--- src/rtl/ram_8x72_bist.sv ---
// March C- built-in self-test initiator for the 8x72 DFF RAM.
// Drives the RAM write/read port and reports pass/fail with the first failing address, element and bits.
module ram_8x72_bist #(
  parameter int DATA_W     = 72,
  parameter int ADDR_W     = 3,
  parameter int DEPTH      = 8,
  parameter int RD_LATENCY = 1
) (
  input  logic              clk,
  input  logic              rst,
  input  logic              start,
  output logic              mem_wr_n,
  output logic [ADDR_W-1:0] mem_add,
  output logic [DATA_W-1:0] mem_wdata,
  input  logic [DATA_W-1:0] mem_rdata,
  output logic              busy,
  output logic              done,
  output logic              pass,
  output logic              fail,
  output logic [ADDR_W-1:0] fail_add,
  output logic [2:0]        fail_step,
  output logic [DATA_W-1:0] fail_bits
);

  typedef enum logic [1:0] {S_IDLE, S_WRITE, S_READ, S_DONE} state_e;

  localparam logic [ADDR_W-1:0] LAST_A  = ADDR_W'(DEPTH - 1);
  localparam logic [1:0]        RD_LAST = 2'(RD_LATENCY);
  localparam logic [2:0]        STEP_LAST = 3'd5;

  state_e              state_q;
  logic [2:0]          step_q;
  logic [ADDR_W-1:0]   addr_q;
  logic [1:0]          rd_cnt_q;
  logic                wr_n_q;
  logic [ADDR_W-1:0]   add_q;
  logic [DATA_W-1:0]   wdata_q;
  logic                busy_q;
  logic                done_q;
  logic                pass_q;
  logic                fail_q;
  logic [ADDR_W-1:0]   fail_add_q;
  logic [2:0]          fail_step_q;
  logic [DATA_W-1:0]   fail_bits_q;

  logic                elem_end_d;
  logic [2:0]          step_d;
  logic [ADDR_W-1:0]   addr_d;
  logic [DATA_W-1:0]   miss_d;
  logic                rd_done_d;

  // Elements 3 and 4 walk the address space downwards.
  function automatic logic is_down(input logic [2:0] s);
    return (s == 3'd3) || (s == 3'd4);
  endfunction

  function automatic logic [DATA_W-1:0] wr_pat(input logic [2:0] s);
    return ((s == 3'd1) || (s == 3'd3)) ? '1 : '0;
  endfunction

  function automatic logic [DATA_W-1:0] rd_pat(input logic [2:0] s);
    return ((s == 3'd2) || (s == 3'd4)) ? '1 : '0;
  endfunction

  always_comb begin
    elem_end_d = is_down(step_q) ? (addr_q == '0) : (addr_q == LAST_A);
    step_d     = elem_end_d ? step_q + 3'd1 : step_q;
    addr_d     = '0;
    if (!elem_end_d) begin
      addr_d = is_down(step_q) ? addr_q - ADDR_W'(1) : addr_q + ADDR_W'(1);
    end else begin
      addr_d = is_down(step_d) ? LAST_A : '0;
    end
    miss_d    = mem_rdata ^ rd_pat(step_q);
    rd_done_d = (rd_cnt_q == RD_LAST);
  end

  always_ff @(posedge clk) begin
    if (rst) begin
      state_q     <= S_IDLE;
      step_q      <= '0;
      addr_q      <= '0;
      rd_cnt_q    <= '0;
      wr_n_q      <= 1'b1;
      add_q       <= '0;
      wdata_q     <= '0;
      busy_q      <= 1'b0;
      done_q      <= 1'b0;
      pass_q      <= 1'b0;
      fail_q      <= 1'b0;
      fail_add_q  <= '0;
      fail_step_q <= '0;
      fail_bits_q <= '0;
    end else begin
      case (state_q)
        S_IDLE: begin
          done_q <= 1'b0;
          if (start) begin
            busy_q      <= 1'b1;
            pass_q      <= 1'b0;
            fail_q      <= 1'b0;
            fail_add_q  <= '0;
            fail_step_q <= '0;
            fail_bits_q <= '0;
            step_q      <= '0;
            addr_q      <= '0;
            rd_cnt_q    <= '0;
            wr_n_q      <= 1'b0;
            add_q       <= '0;
            wdata_q     <= wr_pat(3'd0);
            state_q     <= S_WRITE;
          end
        end
        // Every write closes the current address of its element.
        S_WRITE: begin
          step_q   <= step_d;
          addr_q   <= addr_d;
          add_q    <= addr_d;
          rd_cnt_q <= '0;
          if (step_d == 3'd0) begin
            wr_n_q  <= 1'b0;
            wdata_q <= wr_pat(3'd0);
            state_q <= S_WRITE;
          end else begin
            wr_n_q  <= 1'b1;
            state_q <= S_READ;
          end
        end
        S_READ: begin
          if (!rd_done_d) begin
            rd_cnt_q <= rd_cnt_q + 2'd1;
          end else if (miss_d != '0) begin
            fail_q      <= 1'b1;
            fail_add_q  <= addr_q;
            fail_step_q <= step_q;
            fail_bits_q <= miss_d;
            busy_q      <= 1'b0;
            done_q      <= 1'b1;
            state_q     <= S_DONE;
          end else if (step_q == STEP_LAST) begin
            if (elem_end_d) begin
              busy_q  <= 1'b0;
              done_q  <= 1'b1;
              pass_q  <= 1'b1;
              state_q <= S_DONE;
            end else begin
              addr_q   <= addr_d;
              add_q    <= addr_d;
              rd_cnt_q <= '0;
            end
          end else begin
            wr_n_q  <= 1'b0;
            wdata_q <= wr_pat(step_q);
            state_q <= S_WRITE;
          end
        end
        S_DONE: begin
          done_q  <= 1'b0;
          wdata_q <= '0;
          state_q <= S_IDLE;
        end
        default: state_q <= S_IDLE;
      endcase
    end
  end

  assign mem_wr_n  = wr_n_q;
  assign mem_add   = add_q;
  assign mem_wdata = wdata_q;
  assign busy      = busy_q;
  assign done      = done_q;
  assign pass      = pass_q;
  assign fail      = fail_q;
  assign fail_add  = fail_add_q;
  assign fail_step = fail_step_q;
  assign fail_bits = fail_bits_q;

endmodule

--- config.mk ---
export PLATFORM = sky130hd
export DESIGN_NAME = ram_8x72_bist
export DESIGN_NICKNAME = d
export VERILOG_FILES = /design/src/rtl/ram_8x72_bist.sv
export SDC_FILE = /design/constraint.sdc
export NUM_CORES = 1
export LEC_CHECK = 0
export ABC_AREA = 1
export CAP_MARGIN = 15
export CELL_PAD_IN_SITES_DETAIL_PLACEMENT = 1
export CELL_PAD_IN_SITES_GLOBAL_PLACEMENT = 2
export CORE_MARGIN = 2
export CORE_UTILIZATION = 22
export DETAILED_ROUTE_END_ITERATION = 16
export PLACE_DENSITY = 0.76
export SLEW_MARGIN = 20
export SYNTH_ARGS = -nofsm -noshare
export SYNTH_HDL_FRONTEND = slang
export SYNTH_SLANG_ARGS = --single-unit
export TNS_END_PERCENT = 10
--- constraint.sdc ---
create_clock -name clk -period 3.8 [get_ports clk]
set_clock_uncertainty 0.15 [all_clocks]
set_input_delay 0.76 -clock clk [delete_from_list [all_inputs] [get_ports clk]]
set_output_delay 0.76 -clock clk [all_outputs]
set_load 0.01 [all_outputs]
After elaboration in Yosys (flattened, before gate mapping):

Cells that the tools add are included.

* add/subtract/negate cells: 4
* equal/unequal tests: 27
* multiplexer cells: 65
* bitwise operators: 1
* reductions and logical operators: 23

Operators with widths (count)
* 72-bit 2-to-1 mux: 9
* 72-bit one-hot mux with 4 select lines: 1
* 72-bit one-hot mux with 2 select lines: 1
* 72-bit nonzero test: 1
* 72-bit bitwise XOR: 1
* 3-bit 2-to-1 mux: 13
* 2-bit 2-to-1 mux: 11
* 5-bit AND reduction: 4
* 1-bit 2-to-1 mux: 19
* 2-bit != test, second input constant: 9
* 3-bit one-hot mux with 2 select lines: 3
* 3-bit != test, second input constant: 5
* 3-bit == test, second input constant: 4
* 6-bit AND reduction: 2
* 3-bit by 2-bit == test with 1-bit output, second input constant: 3
* 3-bit one-hot mux with 3 select lines: 1
* 1-bit one-hot mux with 2 select lines: 4
* 2-bit one-hot mux with 4 select lines: 1
* 4-bit AND reduction: 2
* 3-bit by 1-bit adder with 3-bit output, second input constant: 2
* 3-bit zero test: 2
* 2-bit one-hot mux with 3 select lines: 1
* 2-bit nonzero test: 3
* 2-bit by 1-bit == test with 1-bit output, second input constant: 2
* other kinds (12): 16

* register bits: 165
* bits of input ports: 75
* output and inout port bits: 158
* logic and storage cells: 133

Depth between registers and ports, before layout:

* depth after elaboration: 13
* depth in mapped cells: 22
* mapped depth without buffers: 20

Worst setup path after synthesis:

No wires, ideal clock.

* path kind: register to output
* start: register mem_wdata[70] (netlist name)
* end: output port mem_wdata[10]
* data arrival time: 1798 ps
* required time: 2890 ps
* slack: 1092 ps
* cell stages (with the launch flop): 2
* path buffers: 1
* cells stage by stage: dfxtp_1 > buf_4

RTL lines
* to (decl): RTL line 14 `output logic [DATA_W-1:0] mem_wdata,`

Final worst setup path:

* start: register step_q[0]
* end: register fail_bits_q[35] (netlist: fail_bits[35])

* word-level cells in the longest chain between the ends: 7

Ends and longest elaborated chain
* from (decl): RTL line 32 `logic [2:0] step_q;`
* from (signal assigned): RTL line 116 `step_q <= step_d;`
* 3-bit by 2-bit == test with 1-bit output or 3-bit == test (tied branches): RTL line 62 `return ((s == 3'd2) || (s == 3'd4)) ? '1 : '0;`
* 1-bit logical OR *: RTL line 62
* 72-bit 2-to-1 mux *: RTL line 62
* 72-bit bitwise XOR *: RTL line 74 `miss_d = mem_rdata ^ rd_pat(step_q);`
* 72-bit nonzero test or 72-bit 2-to-1 mux (tied branches): RTL line 132 `end else if (miss_d != '0) begin`
* 2-bit != test (no line) or 72-bit 2-to-1 mux (tied branches)
* 4-bit AND reduction (no line) or 72-bit one-hot mux with 2 select lines (tied branches)
* to (signal assigned): RTL line 136 `fail_bits_q <= miss_d;`
* to (decl): RTL line 44 `logic [DATA_W-1:0] fail_bits_q;`

Mark *: on every way between the ends. The rest lies on a longest branch, timed or not. The select of a mux whose other input is x is not followed.
A chain may end at the register's enable or synchronous reset.

==> results.toml <==
[status]
status = "finished clean"

[synthesis]
async_flop_share_pct = 0
synth_cell_types = 27
synthTopCellsByCount = "nand2_1, a21oi_1, dfxtp_1"
synth-edff-count = 0
seq_area_frac_synth_pct = 31.2
synth_area_leader_cell = "dfxtp_1"
synth.most_common_cell = "nand2_1"
ys_seq_elements = 94
synth_top_area_share_pct = 31.2
synthesis.area_mm2 = 0.00603
ys.flop_type = "dfxtp_1"
ys_warn_count = 0
netlist_instances = 938
synth_nets = 1024
yosys-top-cells-area = "dfxtp_1, nand2_1, buf_4"
syn_area_per_cell_um2 = 6.42

[sta]
slew_headroom_pct = 47.1
post-route-period-util_pct = 86.5
fin_crit_ps = 3290
rsz0062_at_grt = "false"
slew_violations = 0
tns_ps = 0
max_freq_mhz = 304
hold_violations = 0
worstMarginPinSlew_ps = 793
setup_violations = 0

[critical_path]
start_kind = "register"
crit_slowest_cell = "dfxtp_1"
r2r_start = "step_q[0]"
cp_max_fo = 29
rrSetupSlack_ps = 510
worst-setup-path-type = "register to register"
rr_endpoint = "fail_bits[35]"
required_ps = 3880
r2r_cells = 20
cp.arrival_ps = 3360
worstPathCellList = "inv_1 > ha_1 > inv_1 > nand2_2 > nand2_4 > buf_4 > nand2_1 > nand2_1 > nand2_1 > inv_1 > nand2_1 > nor2_1 > nand2_1 > nor2_1 > nand3_2 > nand2_1 > inv_2 > buf_12 > nand4_1 > a21oi_1"
slowest_delay_ps = 390
critPathCaptureType = "register"
crit_path_frequent_cell = "nand2_1"

[global_routing]
antenna_found_initial = 3
grt_use_met3_pct = 3.10
use_met2_pct = 25.9
met1_usage_pct = 20.7
grt_pass1_wl_mm = 35.3
first_global_vias = 6361
grt_overflow = 0
track_usage_pct = 15.7
grt_max_degree = 74
grt-busiest-layer = "met2"

[floorplanning]
start_util_pct = 22.4
dieArea_mm2 = 0.0287
core_area_mm2 = 0.0270
io-pin-count = 233
die_w_um = 170
die_height_um = 170
fp-row-count = 60

[layout]
final_cells = 1425
num-nets-final = 1163
fillCellCount = 3334
drive_above_1_share_pct = 4.34
post-route-util_pct = 31.7
area_growth_syn_to_layout_pct = 41.7

[min_path]
min_from = "rd_cnt_q[1]"
hold_depth = 2
hold_end = "rd_cnt_q[1]"
min_path_type = "register to register"

[power]
p_per_area_mw_per_mm2 = 467
p_leak_nw = 3.34
vdd_drop_max_uv = 198

[clock_tree]
htree_num_levels = 3
cts.sinks = 94
clockBufferDepth = 2
cts_hold_buffers = 0
postCtsSetupBuffers = 0
cts_resized = 0
clock_latency_ps = 360
cts_buffers = 9
cts_tree = "done"
clk_pin_slew_ps = 80
cts-root-buf = "clkbuf_16"

[detailed_routing]
ant_nets = 0
vias = 6334
drt_iter0_drc = 245
drt_wl_total_mm = 22.8
drt-vias-per-instance = 4.44
wire_per_inst_um = 16.0
drc = 0
drt_pre_antenna_iters = 4

[placement]
gp_congestion = 0.779
hpwlAfterDp_mm = 16.8
portBuffers = 232
placed_cells = 1407

[job]
maxCapViolCount = 0
## worst max path at each step
stage | endpoint | from
after floorplan | mem_wdata[10] | mem_wdata[70]
after CTS | fail_bits[6] | step_q[0]
after detailed placement | fail_bits[6] | mem_rdata[15]
after global routing | fail_bits[6] | step_q[0]
final | fail_bits[35] | step_q[0]
after global placement | fail_bits[0] | start
## layout make-up
cell class                      count  area (um2)  area share, %
Antenna cell                        2        5.00         0.0586
Clock buffer                        9         225           2.64
Clock inverter                      7        98.8           1.16
Inverter                           74         278           3.25
Multi-Input combinational cell    648        3100           36.3
Sequential cell                    94        1890           22.1
Tap cell                          341         427           5.00
Timing Repair Buffer              250        2520           29.5
## report_power, final
group,switching [mW],internal (mW)
Sequential,0.0833,1.10
Clock,0.446,0.579
Combinational,1.16,0.621
## cells in the final DEF (no fill, tap or decap), types with 2 or more instances in the layout
master / n
dfxtp_1: 93
nor2_1: 77
nand2_1: 290
clkinvlp_4: 4
nand3b_1: 23
clkbuf_16: 9
inv_2: 3
a21oi_1: 94
buf_4: 14
nand3_1: 86
xnor2_1: 4
o21ai_0: 4
bufinv_16: 2
ha_1: 10
diode_2: 2
o21ai_1: 2
buf_12: 5
inv_1: 71
nand2_4: 2
xor2_1: 20
clkdlybuf4s50_1: 231
nand4_1: 26
nor2_2: 2
## critical path, delay by kind of cell, from the launching register on
kind / cells / cell delay, ps
AOI/OAI and AO/OA: 1 / 80
adders and majority gates: 1 / 200
buffers and inverters: 6 / 990
DFF: 1 / 390
and+or+nand+nor: 12 / 1320
## flip-flops by register name, indices dropped and copies added, names as in the netlist, 2 cells and up
name / count
fail_bits: 72
fail_add: 3
fail_step: 3
mem_add: 3
step_q: 3
rd_cnt_q: 2
state_q: 2
## per-stage QoR
stage	power, mW	instance area [um2]	hold slack (ps)	setup slack [ps]
6_report	3.99	8540	303	515
5_1_grt	4.28	8530	318	125
4_1_cts	4.05	8520	308	288
3_5_place_dp	3.01	8200	296	254
3_3_place_gp	3.00	8200	292	316
2_1_floorplan	2.26	6030	268	1090
## per-layer routing
metal  vias to the layer above  share of wire, %
met5                         -             0.070
met4                         2               1.7
met3                        19               5.6
met2                       183                45
met1                      2932                47
li1                       3198                 -
## logic make-up (layout without fill, tap and decap cells)
group / count (synthesis) / in the layout / synth area share [%]
XOR/XNOR: 24 / 24 / 3.49
other: 0 / 2 / 0
AO/OA/AOI/OAI: 103 / 103 / 8.66
flip-flops: 94 / 94 / 31.2
adder cells (fa/ha/maj): 11 / 11 / 2.41
AND/OR/NAND/NOR: 510 / 510 / 36.6
buffers and inverters: 196 / 340 / 17.6
Note: power is estimated with default switching activity, not from simulation.
